File: src/rtl/axis_ip_dispatcher.sv
// Cuts a pixel-group stream into fixed-size blocks and deals each block
// to an image processor by credit-gated round-robin on tdest.
module axis_ip_dispatcher #(
    parameter int IP_AMT       = 4,
    parameter int IP_ADDR_W    = $clog2(IP_AMT),
    parameter int AXIS_TDEST_W = (IP_ADDR_W > 1) ? IP_ADDR_W : 1,
    parameter int AXIS_TID_W   = 2,
    parameter int AXIS_TID_VAL = 0,
    parameter int AXIS_TDATA_W = 256,
    parameter int BLK_PGROUP   = 8,
    parameter int FRAME_BLK    = 16,
    parameter int IP_CREDIT    = 2
) (
    input  logic                      clk,
    input  logic                      rst_n,
    input  logic                      enable_i,
    input  logic [AXIS_TDATA_W-1:0]   s_tdata_i,
    input  logic                      s_tvalid_i,
    output logic                      s_tready_o,
    output logic [AXIS_TID_W-1:0]     m_tid_o,
    output logic [AXIS_TDEST_W-1:0]   m_tdest_o,
    output logic [AXIS_TDATA_W-1:0]   m_tdata_o,
    output logic [AXIS_TDATA_W/8-1:0] m_tkeep_o,
    output logic [AXIS_TDATA_W/8-1:0] m_tstrb_o,
    output logic                      m_tlast_o,
    output logic                      m_tvalid_o,
    input  logic                      m_tready_i,
    input  logic [IP_AMT-1:0]         ip_done_i,
    output logic                      frame_busy_o,
    output logic                      frame_done_o,
    output logic                      credit_err_o
);

    localparam int CRED_W = $clog2(IP_CREDIT + 1);
    localparam int BEAT_W = (BLK_PGROUP > 1) ? $clog2(BLK_PGROUP) : 1;
    localparam int BLK_W  = (FRAME_BLK > 1) ? $clog2(FRAME_BLK) : 1;

    localparam logic [CRED_W-1:0] CRED_MAX  = CRED_W'(IP_CREDIT);
    localparam logic [BEAT_W-1:0] BEAT_LAST = BEAT_W'(BLK_PGROUP - 1);
    localparam logic [BLK_W-1:0]  BLK_LAST  = BLK_W'(FRAME_BLK - 1);

    typedef enum logic [1:0] {
        IDLE,
        SELECT,
        STREAM
    } state_t;

    state_t                  state;
    logic [AXIS_TDEST_W-1:0] rr_ptr;
    logic [AXIS_TDEST_W-1:0] dest;
    logic [BEAT_W-1:0]       beat_cnt;
    logic [BLK_W-1:0]        blk_cnt;
    logic [CRED_W-1:0]       credit [IP_AMT];

    logic                    grant_v;
    logic [AXIS_TDEST_W-1:0] grant_idx;
    logic [AXIS_TDEST_W-1:0] cand;
    logic                    take;
    logic                    up_acc;
    logic                    blk_end;

    assign m_tid_o   = AXIS_TID_W'(AXIS_TID_VAL);
    assign m_tkeep_o = '1;
    assign m_tstrb_o = '1;

    // One-deep output slice: take a new beat whenever it is empty or draining.
    assign s_tready_o = (state == STREAM) & (~m_tvalid_o | m_tready_i);
    assign up_acc     = s_tvalid_i & s_tready_o;
    assign blk_end    = up_acc & (beat_cnt == BEAT_LAST);
    assign take       = (state == SELECT) & grant_v;

    // Walk downwards so the candidate nearest rr_ptr wins.
    always_comb begin
        grant_v   = 1'b0;
        grant_idx = '0;
        cand      = '0;
        for (int i = IP_AMT - 1; i >= 0; i--) begin
            cand = AXIS_TDEST_W'((int'(rr_ptr) + i) % IP_AMT);
            if (credit[cand] != '0) begin
                grant_v   = 1'b1;
                grant_idx = cand;
            end
        end
    end

    always_ff @(posedge clk or negedge rst_n) begin
        if (!rst_n) begin
            for (int k = 0; k < IP_AMT; k++) begin
                credit[k] <= CRED_MAX;
            end
            credit_err_o <= 1'b0;
        end else begin
            // Same-cycle grant and done on one index cancel out.
            for (int k = 0; k < IP_AMT; k++) begin
                if (ip_done_i[k] && !(take && int'(grant_idx) == k)) begin
                    if (credit[k] == CRED_MAX) begin
                        credit_err_o <= 1'b1;
                    end else begin
                        credit[k] <= credit[k] + 1'b1;
                    end
                end else if (!ip_done_i[k] && take && int'(grant_idx) == k) begin
                    credit[k] <= credit[k] - 1'b1;
                end
            end
        end
    end

    always_ff @(posedge clk or negedge rst_n) begin
        if (!rst_n) begin
            state        <= IDLE;
            rr_ptr       <= '0;
            dest         <= '0;
            beat_cnt     <= '0;
            blk_cnt      <= '0;
            m_tvalid_o   <= 1'b0;
            m_tlast_o    <= 1'b0;
            m_tdest_o    <= '0;
            m_tdata_o    <= '0;
            frame_busy_o <= 1'b0;
            frame_done_o <= 1'b0;
        end else begin
            frame_done_o <= 1'b0;

            if (up_acc) begin
                m_tdata_o  <= s_tdata_i;
                m_tdest_o  <= dest;
                m_tlast_o  <= (beat_cnt == BEAT_LAST);
                m_tvalid_o <= 1'b1;
            end else if (m_tready_i) begin
                m_tvalid_o <= 1'b0;
            end

            unique case (state)
                IDLE: begin
                    if (enable_i) begin
                        state        <= SELECT;
                        frame_busy_o <= 1'b1;
                    end
                end
                SELECT: begin
                    if (grant_v) begin
                        dest   <= grant_idx;
                        rr_ptr <= (int'(grant_idx) == IP_AMT - 1) ?
                                  '0 : grant_idx + 1'b1;
                        state  <= STREAM;
                    end
                end
                STREAM: begin
                    if (blk_end) begin
                        beat_cnt <= '0;
                        if (blk_cnt != BLK_LAST) begin
                            blk_cnt <= blk_cnt + 1'b1;
                            state   <= SELECT;
                        end else begin
                            blk_cnt      <= '0;
                            frame_done_o <= 1'b1;
                            frame_busy_o <= enable_i;
                            state        <= enable_i ? SELECT : IDLE;
                        end
                    end else if (up_acc) begin
                        beat_cnt <= beat_cnt + 1'b1;
                    end
                end
                default: state <= IDLE;
            endcase
        end
    end

endmodule

File: config.mk
export PLATFORM = sky130hd
export DESIGN_NAME = axis_ip_dispatcher
export DESIGN_NICKNAME = d
export VERILOG_FILES = /design/src/rtl/axis_ip_dispatcher.sv
export SDC_FILE = /design/constraint.sdc
export NUM_CORES = 1
export LEC_CHECK = 0
export CELL_PAD_IN_SITES_DETAIL_PLACEMENT = 1
export CELL_PAD_IN_SITES_GLOBAL_PLACEMENT = 2
export CORE_MARGIN = 10
export CORE_UTILIZATION = 24
export DETAILED_ROUTE_END_ITERATION = 7
export GPL_ROUTABILITY_DRIVEN = 1
export PLACE_DENSITY = 0.87
export SYNTH_ARGS = -nofsm -noshare
export SYNTH_HDL_FRONTEND = slang
export SYNTH_SLANG_ARGS = --single-unit
File: constraint.sdc
create_clock -name clk -period 3.59 [get_ports clk]
set_clock_uncertainty 0.2 [all_clocks]
set_input_delay 0.718 -clock clk [delete_from_list [all_inputs] [get_ports clk]]
set_output_delay 0.718 -clock clk [all_outputs]
set_load 0.02 [all_outputs]
# Yosys cells after proc, flatten, opt, wreduce, memory -nomap -nowiden

Index checks and enable logic that the tools add are counted.

Add/sub/neg operators: 14
$lt $le $gt $ge: 4
Equal/unequal tests: 19
Mux-type cells: 59
Bitwise gates (word level): 10
Reduce and logical (&&, ||, !) cells: 46

Operator list:

| operator              | count |
|---|---|
| $mux W2               | 28 |
| $mux W1               | 22 |
| $reduce_bool A2 Y1    | 11 |
| $bmux W2 S2           | 4 |
| $logic_and A1 B1 Y1   | 16 |
| $ne A2 B2 Y1 const B  | 8 |
| $eq A2 B2 Y1 const B  | 7 |
| $reduce_and A2 Y1     | 7 |
| $add A2 B1 Y2 const B | 6 |
| $ge A3 B3 Y1 const B  | 4 |
| $not A2 Y3            | 4 |
| $logic_not A1 Y1      | 8 |
| $sub A2 B1 Y2 const B | 4 |
| $mux W3               | 2 |
| $pmux W2 S3           | 1 |
| $add A2 B2 Y2 const B | 2 |
| $add A4 B1 Y4 const B | 1 |
| $and A1 B1 Y1         | 4 |
| $eq A2 B1 Y1 const B  | 2 |
| $logic_not A2 Y1      | 2 |
| $mux W4               | 1 |
| $ne A4 B4 Y1 const B  | 1 |
| $reduce_and A4 Y1     | 1 |
| $add A3 B1 Y3 const B | 1 |
| other kinds (5)       | 5 |

Bits in registers: 284
Bits of input ports: 265
Output and inout port bits: 330
Word-level logic and storage cells: 168

# Logic depth before layout (Yosys ltp)

Word-level depth: 21
Mapped depth: 8
Gate-level depth less buffers: 8

# Least setup slack after synthesis

OpenSTA, ideal clock, no wires.

Path type: reg-to-reg
Start point: register credit[4] (netlist name)
End point: register credit[1] (netlist name)
Library setup time: 0.075 ns
Arrival time: 1.969 ns
Data required time: 3.315 ns
Setup slack: 1.345 ns
Stages on the path, launching flop included: 8
Path buffers: 1
Period minus slack after synthesis: 2.245 ns
Cell sequence: dfrtp_1 or4_1 buf_6 a21boi_1 ha_1 o211ai_4 mux2i_1 xnor2_1

Cells in the longest elaborated chain, start to end: 14
Elaborated cells on any way between the ends: 35
Classes of those cells: eq/ne: 2; mux: 21; bitwise: 1; reduce/logical: 11

RTL lines:

| what                                                                       | RTL line | source |
|---|---|---|
| from (decl)                                                                | 53       | `logic [CRED_W-1:0] credit [IP_AMT];` |
| from (signal, indexed assignment)                                          | 99       | `credit[k] <= credit[k] + 1'b1;` |
| from (signal, indexed assignment)                                          | 102      | `credit[k] <= credit[k] - 1'b1;` |
| $bmux W2 S2                                                                | 79       | `if (credit[cand] != '0) begin` |
| $mux W2 (implied by the code) (2 in a row)                                 | 79       |  |
| $reduce_bool A2 Y1                                                         | 79       |  |
| $mux W2 (3 in a row)                                                       | 79       |  |
| $mux W2 *                                                                  | 79       |  |
| via grant_idx[0]                                                           | 56       | `logic [AXIS_TDEST_W-1:0] grant_idx;` |
| $eq A2 B1 Y1 *                                                             | 95, 101  |  |
| $logic_and A1 B1 Y1                                                        | 95       | `if (ip_done_i[k] && !(take && int'(grant_idx) == k)) begin` |
| $logic_not A1 Y1                                                           | 95       |  |
| $logic_and A1 B1 Y1                                                        | 95       |  |
| $ne A2 B2 Y1 (no source line) / $reduce_bool A2 Y1 (equally long branches) | -        |  |
| $reduce_and A2 Y1 (no source line)                                         | -        |  |

The timed path passes the listed nets; every way through them passes the cells marked *. The select of a mux whose other input is x is not followed.
A chain may end at the register's enable or synchronous reset.

# Worst setup path after layout

Start point: input m_tready_i
End point: output s_tready_o

Cells in the longest elaborated chain, start to end: 2

RTL lines:

| what          | RTL line | source |
|---|---|---|
| from (decl)   | 27       | `input logic m_tready_i,` |
| $or A1 B1 Y1  | 67       | `assign s_tready_o = (state == STREAM) & (~m_tvalid_o \| m_tready_i);` |
| $and A1 B1 Y1 | 67       |  |
| to (decl)     | 19       | `output logic s_tready_o,` |

Every way passes these cells.

==> key figures <==
Placement
  • Cell Area, Placed: 17600 sq um
  • Hpwl dp: 35900 um
  • Dpl ws: 0.662 ns
  • Port bufs: 528
  • RePlAce Congestion: 0.792

Worst setup path
  • Critical Path AT: 2.02 ns
  • Cell mode on critical path: clkdlybuf4s50_1
  • End of the critical path: s_tready_o
  • RR Startpoint: credit[1]
  • R2r setup slk: 0.92 ns
  • Crit path launch: m_tready_i
  • Reg2Reg Depth: 7
  • Startpoint types: input port
  • Worst path slowest cell: clkdlybuf4s50_1
  • Critical R2R Capture: credit[3]
  • Worst EP required: 2.67 ns
  • Critical path class: input port to primary output
  • Critical path, cell by cell: clkdlybuf4s50_1, nor2b_1, nor2_1, clkdlybuf4s50_1
  • CP peak stage delay: 0.63 ns
  • Critical path endpoint category: primary output
  • CP Max Fanout: 3

Status
  • Status: completed

Logic synthesis
  • Seq/Total Area, Yosys: 61.2%
  • Post-synth top area share: 60.3%
  • Dominant cells by area after synthesis: dfrtp_1 60%, nand2_1 25%, buf_4 4.3%
  • Post-synth EDFFs: 0
  • Main synth FF type: dfrtp_1
  • Most common cell in the netlist: nand2_1
  • Synthesized flop and latch total: 284
  • Leading area contributor after synthesis: dfrtp_1
  • Synthesized instance count: 1304
  • Post-synth top cells: 788 x nand2_1, 280 x dfrtp_1, 66 x buf_4
  • Synthesized area: 11600 sq um
  • Post-Syn Area per Cell: 8.91 sq um
  • Syn. warnings: 0
  • Library cells used by synthesis: 44
  • Fraction of registers with async set/reset: 100%

Floorplan
  • FP Rows: 80
  • Starting density of the core: 24.3%
  • Die Area: 57600 sq um
  • Num ports: 595
  • Core Box Area: 47800 sq um
  • Die X: 240 um
  • Chip height: 240 um

Cells and area
  • Register area: 7110 sq um
  • Multi-input gate area: 4000 sq um
  • NumNets Final: 2113
  • Share of layout cells above drive strength 1: 5.20%
  • Final Cell Area: 18700 sq um
  • Filler Cells Inserted: 5556
  • P&R area growth vs syn: 61.0%

Drt
  • Antenna Nets Post-Route: 0
  • Drt pass-1 iters: 4
  • Via-to-Cell Ratio: 4.22
  • DRT iter0 DRCs: 428
  • DR WL/cell: 18.8 um
  • DRC Markers: 0
  • Vias: 10500
  • Routed Wire Length: 46700 um

Timing
  • Final setup viols: 0
  • Fin crit period: 2.93 ns
  • PnR worst setup slack: 0.656 ns
  • Hold WS: 0.268 ns
  • Fin crit share: 81.7%
  • Worst rel slew slack: 40.8%
  • Fmax: 0.341 GHz
  • Tightest Pin Transition: 0.879 ns
  • Final Hold Vio Count: 0
  • Total negative slack: 0 ns
  • RSZ-0062 raised after global routing: false
  • Final Max Tran Viols: 0

Pwr
  • Leakage: 9.12 nW
  • Pwr/cell area: 912 nW/um^2
  • Peak VDD IR: 0.463 mV

Clocking
  • CTS Buffer Depth: 3
  • Clock latency on the worst-skew pair: 0.53 ns
  • Number of post-CTS setup repair buffers: 0
  • CTS sink cnt: 284
  • Post-CTS Hold Buffers: 1
  • Number of buffers created by CTS: 37
  • Post-cts resize count: 0
  • Clock transition at the registers of the reported paths: 0.05 ns
  • # H-tree levels: 2
  • CTS tree: done
  • CTS Root Cell: clkbuf_16

Global routing
  • GRT overflow: 0
  • Vias in the first global route: 11600
  • GRT Overall Usage: 15.6%
  • Largest net degree at the start of global routing: 80
  • First-pass GRT wire length: 69800 um
  • Initial antenna violation count: 5

Hold path
  • Hold WC Path Type: flop to flop
  • Hold Path Depth: 2

Run
  • Max_cap viols: 0
## registers in the layout (all words and copies together), names as in the netlist
signal / flops
beat_cnt: 3
blk_cnt: 4
credit: 8
credit_err_o: 1
dest: 2
frame_busy_o: 1
frame_done_o: 1
m_tdata_o: 256
m_tdest_o: 2
m_tlast_o: 1
m_tvalid_o: 1
rr_ptr: 2
state: 2
## per-stage QoR
| step | utilization, % | cells | power (W) |
|---|---|---|---|
| floorplan | - | 1368 | 0.00943 |
| global placement | 36.7 | 2416 | 0.0135 |
| detailed placement | 36.7 | 2416 | 0.0138 |
| CTS | 39.1 | 2479 | 0.0174 |
| global route | 39.1 | 2481 | 0.0183 |
| finish | 39.1 | 2483 | 0.0171 |
## metal layers
metal  routed length [um]  global-route usage, %  vias up
li1                     -                      -     4938
met1                17700                   17.0     5074
met2                23000                   26.8      388
met3                 4980                   7.02       65
met4                 1050                   4.87        4
met5                   32                      0        -
## worst max-delay path: cells and delay by family
family,cells,cell delay [ns]
buffers and inverters,2,1.10
and+or+nand+nor,2,0.20
## report_power, final
| group | switching [W] | internal [W] |
|---|---|---|
| Sequential | 0.000845 | 0.00469 |
| Clock | 0.00140 | 0.00204 |
| Combinational | 0.00455 | 0.00353 |
| Total | 0.00679 | 0.0103 |
## cell usage in the layout (no fill, tap or decap), drive strengths merged, types with 3 or more instances in the layout
cell type      count
clkbuf            54
inv                4
mux2i              6
a21oi              4
nand4b             3
xnor2              5
and2               4
nor2b              4
dfrtp            280
clkdlybuf4s50    527
mux2               3
nand3             10
conb              66
clkinv             6
dfstp              4
o21bai             4
nand2            788
nand2b             3
nand3b             4
buf               32
o211ai             4
diode              4
ha                 7
o21ai              5
nor2              13
## worst min-delay path by stage
| stage | slack (ns) | endpoint | start |
|---|---|---|---|
| after floorplan | 0.22 | beat_cnt[0] | rst_n |
| after global placement | 0.26 | m_tdata_o[108] | m_tdata_o[108] |
| after detailed placement | 0.26 | m_tdata_o[39] | m_tdata_o[39] |
| after CTS | 0.28 | m_tdata_o[92] | m_tdata_o[92] |
| after global routing | 0.29 | m_tdest_o[1] | m_tdest_o[1] |
| final | 0.27 | m_tdata_o[204] | m_tdata_o[204] |
## area by class of cell
class                           count  share of cell area (%)
Sequential cell                   284                    38.0
Inverter                            3                  0.0602
Multi-Input combinational cell    955                    21.4
Antenna cell                        4                  0.0535
Timing Repair Buffer              560                    30.4
Clock inverter                      8                   0.267
Tap cell                          615                    4.11
Clock buffer                       54                    5.68
## kinds of logic after synthesis
family,after synthesis,synth area share (%)
simple gates,842,28.1
flops,284,61.2
buf+inv,129,6.60
compound gates,26,2.09
mux,9,0.807
fa+ha+maj,7,0.754
xor+xnor,5,0.377
other cells,2,0.0646
No activity file was read; power rests on OpenSTA's default activity.
